===== src/rtl/reg_file_sys_ctrl_pkg.sv =====
// Shared definitions for the register-file command controller.
// Holds the FSM state encoding, default opcodes and register data width.
// No logic; imported by reg_file_sys_ctrl.
package reg_file_ctrl_pkg;

  // Register-file data width (data travels as two bytes, high then low)
  localparam int DATA_WIDTH = 16;

  // Default command opcodes
  localparam logic [7:0] WR_CMD_DEF = 8'hAA;
  localparam logic [7:0] RD_CMD_DEF = 8'hBB;

  // Controller states
  typedef enum logic [3:0] {
    ST_IDLE    = 4'd0,
    ST_WR_ADDR = 4'd1,
    ST_WR_DH   = 4'd2,
    ST_WR_DL   = 4'd3,
    ST_WR_EXEC = 4'd4,
    ST_RD_ADDR = 4'd5,
    ST_RD_EXEC = 4'd6,
    ST_RD_WAIT = 4'd7,
    ST_TX_H    = 4'd8,
    ST_TX_L    = 4'd9
  } state_t;

endpackage


===== src/rtl/reg_file_sys_ctrl.sv =====
// Parses serial command bytes into register-file writes/reads; returns read data as two TX bytes.
// Latency: WrEn one cycle after last write byte; RdEn one cycle after address byte, TX high byte 3 cycles after it.
// Backpressure: TX byte held with TX_D_VLD until TX_BUSY=0; RX bytes outside receive states are dropped.
module reg_file_sys_ctrl
  import reg_file_ctrl_pkg::*;
#(
  parameter int         ADDR_WIDTH = 4,
  parameter logic [7:0] WR_CMD     = WR_CMD_DEF,
  parameter logic [7:0] RD_CMD     = RD_CMD_DEF
) (
  input  logic                  CLK,
  input  logic                  RST,
  input  logic [7:0]            RX_P_DATA,
  input  logic                  RX_D_VLD,
  input  logic [DATA_WIDTH-1:0] RdData,
  input  logic                  TX_BUSY,
  output logic                  WrEn,
  output logic                  RdEn,
  output logic [ADDR_WIDTH-1:0] Address,
  output logic [DATA_WIDTH-1:0] WrData,
  output logic [7:0]            TX_P_DATA,
  output logic                  TX_D_VLD,
  output logic                  CTRL_BUSY
);

  state_t                  r_state;
  state_t                  w_state_nxt;
  logic [ADDR_WIDTH-1:0]   r_address;
  logic [DATA_WIDTH-1:0]   r_wr_data;
  logic [DATA_WIDTH-1:0]   r_rd_cap;
  logic                    r_ctrl_busy;
  logic                    w_tx_vld;
  logic                    w_tx_xfer;

  // A TX byte moves only when we offer it and the transmitter is free
  assign w_tx_vld  = (r_state == ST_TX_H) || (r_state == ST_TX_L);
  assign w_tx_xfer = w_tx_vld && !TX_BUSY;

  // State register
  always_ff @(posedge CLK) begin
    if (RST) begin
      r_state <= ST_IDLE;
    end else begin
      r_state <= w_state_nxt;
    end
  end

  // Next-state logic; bytes arriving outside receive states never move the FSM
  always_comb begin
    w_state_nxt = r_state;
    case (r_state)
      ST_IDLE: begin
        if (RX_D_VLD) begin
          if (RX_P_DATA == WR_CMD) begin
            w_state_nxt = ST_WR_ADDR;
          end else if (RX_P_DATA == RD_CMD) begin
            w_state_nxt = ST_RD_ADDR;
          end
        end
      end
      ST_WR_ADDR: if (RX_D_VLD) w_state_nxt = ST_WR_DH;
      ST_WR_DH:   if (RX_D_VLD) w_state_nxt = ST_WR_DL;
      ST_WR_DL:   if (RX_D_VLD) w_state_nxt = ST_WR_EXEC;
      ST_WR_EXEC: w_state_nxt = ST_IDLE;
      ST_RD_ADDR: if (RX_D_VLD) w_state_nxt = ST_RD_EXEC;
      ST_RD_EXEC: w_state_nxt = ST_RD_WAIT;
      ST_RD_WAIT: w_state_nxt = ST_TX_H;
      ST_TX_H:    if (w_tx_xfer) w_state_nxt = ST_TX_L;
      ST_TX_L:    if (w_tx_xfer) w_state_nxt = ST_IDLE;
      default:    w_state_nxt = ST_IDLE;
    endcase
  end

  // Strobes and TX byte decode purely from state, so they are glitch-free and
  // TX_P_DATA cannot change while a byte is being offered
  always_comb begin
    WrEn      = 1'b0;
    RdEn      = 1'b0;
    TX_D_VLD  = w_tx_vld;
    TX_P_DATA = 8'h00;
    case (r_state)
      ST_WR_EXEC: WrEn      = 1'b1;
      ST_RD_EXEC: RdEn      = 1'b1;
      ST_TX_H:    TX_P_DATA = r_rd_cap[15:8];
      ST_TX_L:    TX_P_DATA = r_rd_cap[7:0];
      default:    ;
    endcase
  end

  // Byte assembler: address/data registers load as bytes arrive and hold afterwards;
  // read data is captured in the cycle after RdEn
  always_ff @(posedge CLK) begin
    if (RST) begin
      r_address <= '0;
      r_wr_data <= '0;
      r_rd_cap  <= '0;
    end else begin
      if (RX_D_VLD && (r_state == ST_WR_ADDR || r_state == ST_RD_ADDR)) begin
        r_address <= RX_P_DATA[ADDR_WIDTH-1:0];
      end
      if (RX_D_VLD && r_state == ST_WR_DH) begin
        r_wr_data[15:8] <= RX_P_DATA;
      end
      if (RX_D_VLD && r_state == ST_WR_DL) begin
        r_wr_data[7:0] <= RX_P_DATA;
      end
      if (r_state == ST_RD_WAIT) begin
        r_rd_cap <= RdData;
      end
    end
  end

  // Busy flag registered from the next state so it tracks the state register exactly
  always_ff @(posedge CLK) begin
    if (RST) begin
      r_ctrl_busy <= 1'b0;
    end else begin
      r_ctrl_busy <= (w_state_nxt != ST_IDLE);
    end
  end

  assign Address   = r_address;
  assign WrData    = r_wr_data;
  assign CTRL_BUSY = r_ctrl_busy;

endmodule


===== config.mk =====
export PLATFORM = sky130hd
export DESIGN_NAME = reg_file_sys_ctrl
export DESIGN_NICKNAME = d
export VERILOG_FILES = /design/src/rtl/reg_file_sys_ctrl_pkg.sv /design/src/rtl/reg_file_sys_ctrl.sv
export SDC_FILE = /design/constraint.sdc
export NUM_CORES = 1
export LEC_CHECK = 0
export BUFFER_PORTS_ARGS = -buffer_cell sky130_fd_sc_hd__buf_2
export CORE_UTILIZATION = 49
export CTS_CLUSTER_SIZE = 14
export DETAILED_ROUTE_END_ITERATION = 8
export GPL_ROUTABILITY_DRIVEN = 0
export HOLD_SLACK_MARGIN = 0.03
export PLACE_DENSITY = 0.78
export SYNTH_ARGS = -nofsm -noshare
export SYNTH_HDL_FRONTEND = slang
export SYNTH_SLANG_ARGS = --single-unit

===== constraint.sdc =====
create_clock -name CLK -period 1.55 [get_ports CLK]
set_input_delay 0.0775 -clock CLK [delete_from_list [all_inputs] [get_ports CLK]]
set_output_delay 0.0775 -clock CLK [all_outputs]
set_load 0.05 [all_outputs]

==> metrics.txt <==
worst skew pair latency=0.36 ns; H-tree depth=2; TritonCTS clock tree=yes; Detailed Routing Iterations Pass 1=4; status=finished, violations left; Finished Layout Cells=354; clock tree sinks=41; Ant. Diodes=0; sequential power share=60.0%; area growth from synthesis to layout=54.3%; Final Net Count=roughly 340; GR Layer Usage met2=approximately half; vias in the first global route=1853; clock-pin slew on the worst setup and hold paths=0.13 ns; critical path arrival=about 1.8 ns; placed cell area=0.00220 sq mm; Setup Crit Path Kind=reg -> reg; relative slew slack=55.9%; antenna violations before repair=0; Switching Share=23.5%; #FFs+latches synth=41; initial drt markers=115; via/cell ratio=5.45; routed via count=about 1.9k; mapped cell area=0.00178 sq mm; area of the multi-input gates=963 sq um; Hold Fails Final Rpt=0; syn_nets=approximately 240; dpl cells=317; Final period util=102%; Worst EP required=1.81 ns; first-pass GRT wire length=8160 um; Net Switching=around 0.41 mW; final slew viol count=0; Clk pwr share=31.9%; Min Hold Slack=0.0568 ns; die width=62.2 um; Tot Pwr=1.75 mW; clock tree buffer depth=2; fin worst setup slack=-0.0254 ns; Fmax=635 MHz; Num CTS Buffers=5; failing checks=negative setup slack; syn_area_per_cell=roughly 8.5 sq um; layout cells sized above 1=between 30% and 40%; average wire per cell in the routed design=15.5 um; final setup violation count=4; grt total ovfl=0; filler cell count=207; Die H=62.2 um; number of routed nets with antenna violations=0; Core ar.=0.00342 sq mm; met1 Use GR=28.6%; pwr/cell area=639 mW/mm^2; worst vdd ir=between 0.0007 and 0.0008 V; min-delay worst type=in -> reg; Final min period=1.58 ns; cells after synthesis=209; gr usage total=27.1%; met3 Usage GRT=6.80%; Port Buf Inserts=between 50 and 60; global route hottest layer=met2; DRC violations left=0; die area=0.00387 sq mm; final WL=roughly 5500 um; number of distinct library cells after synthesis=33; Logic pwr share=under 10%; Layout Utilization=80.3%; startpoint types=register; crit end category=register; Cell Rows=21; max capacitance violation total=0; Internal=1.34 mW; FF/Latch Area=830 sq um; IO Pins=60; initial core utilization=52.1%; worst-margin pin slew=0.660 ns; crit-path max FO=16; DP Wirelength=3010 um; cell area after layout=0.00274 sq mm; sequential area share after synthesis=46.2%; Warnings, synthesis=0; P_leak=about 1.1 nW; root buf cell=clkbuf_4; largest net degree at the start of global routing=29; RSZ-0062 raised after global routing=yes; clk_skew=0.0161 ns
==> power groups by stage <==
stage,Clock [mW],Combinational (mW),Sequential [mW]
after detailed placement,0,0.0875,1.08
after CTS,0.560,0.134,1.05
after global routing,0.604,0.152,1.05
after floorplan,0,0.0326,1.08
after global placement,0,0.0878,1.08
final,0.560,0.142,1.05
==> through the flow <==
stage               setup WS [ns]  setup TNS [ns]
floorplan                  0.0300               0
global placement           0.0135               0
detailed placement        -0.0194         -0.0396
CTS                       0.00359               0
global route              -0.0820          -0.556
finish                    -0.0254         -0.0664
==> critical path, stage by stage, from the launching register on <==
cell and delay [ns]:
dfxtp_4 0.37, buf_4 0.11, nand2b_4 0.05, nor2_2 0.53
nand2_1 0.19, a21oi_1 0.24
==> flip-flops by register name (all words and copies together) (netlist names) <==
| name | count |
|---|---|
| WrData | 16 |
| r_rd_cap | 16 |
| Address | 4 |
| r_state | 4 |
| CTRL_BUSY | 1 |
==> cell usage after synthesis, drive strengths merged <==
cell type | count | area share [%]
a21oi | 27 | 7.8
a311oi | 1 | 0.49
a31oi | 2 | 0.70
a32oi | 1 | 0.49
a41oi | 1 | 0.49
and4 | 1 | 0.49
buf | 9 | 3.5
clkbuf | 5 | 1.1
dfxtp | 41 | 46
inv | 3 | 0.63
mux2i | 20 | 11
nand2 | 45 | 9.8
nand2b | 1 | 0.77
nand3 | 8 | 2.3
nor2 | 27 | 5.7
nor2b | 3 | 1.1
nor3 | 2 | 0.56
nor4 | 3 | 3.1
nor4bb | 1 | 0.56
o21ai | 1 | 0.28
o21bai | 1 | 0.42
o22ai | 1 | 0.35
or2 | 2 | 0.70
or3 | 1 | 0.35
xnor2 | 1 | 0.49
xor2 | 1 | 0.49
==> cell type report <==
class | count | share of cell area, %
well taps | 46 | 2.10
clock inverters | 1 | 0.274
repair buffers | 106 | 29.8
multi-input cells | 151 | 35.1
clock buffers | 6 | 1.87
inverters | 3 | 0.547
flip-flops and latches | 41 | 30.2
==> layout by cell type, fill, tap and decap left out, drive strengths merged, types with 2 or more instances in the layout <==
cell / netlist / routed
dfxtp: 41 / 41
a21oi: 27 / 27
buf: 9 / 82
nor2: 27 / 27
a31oi: 2 / 2
nor2b: 3 / 3
nand2: 45 / 45
mux2i: 20 / 20
or2: 2 / 2
nor4: 3 / 3
clkbuf: 5 / 6
clkinvlp: 0 / 2
inv: 3 / 2
nand3: 8 / 8
nor3: 2 / 2
dlygate4sd3: 0 / 24
==> path summary, 6_finish.rpt <==
path,startpoint,to,slack (ns),depth (start not counted)
worst max-delay path,r_state[2],r_rd_cap[14],-0.03,5
worst min-delay path,RST,r_rd_cap[4],0.06,2
worst max register to register,r_state[2],r_rd_cap[14],-0.03,5
worst min register to register,r_rd_cap[4],r_rd_cap[4],0.46,2
==> routing by layer <==
metal,routed length [um],up-vias
met5,0,-
met4,236,0
met3,354,24
met2,2880,98
met1,2010,906
li1,-,902
==> what timing repair did <==
action	CTS	global route
hold endpoints to repair	32	0
pin swaps	1	8
buffers inserted	1	5
endpoints found under the setup margin	26	23
hold buffers	24	0
resized for setup	33	26
==> cells by family after synthesis <==
logic type	Yosys count	synth area share, %
xor+xnor	2	0.985
compound gates	35	11.0
simple gates	94	25.3
buf+inv	17	5.21
mux	20	11.3
flops	41	46.2
Power figures use the tool's default switching activity.
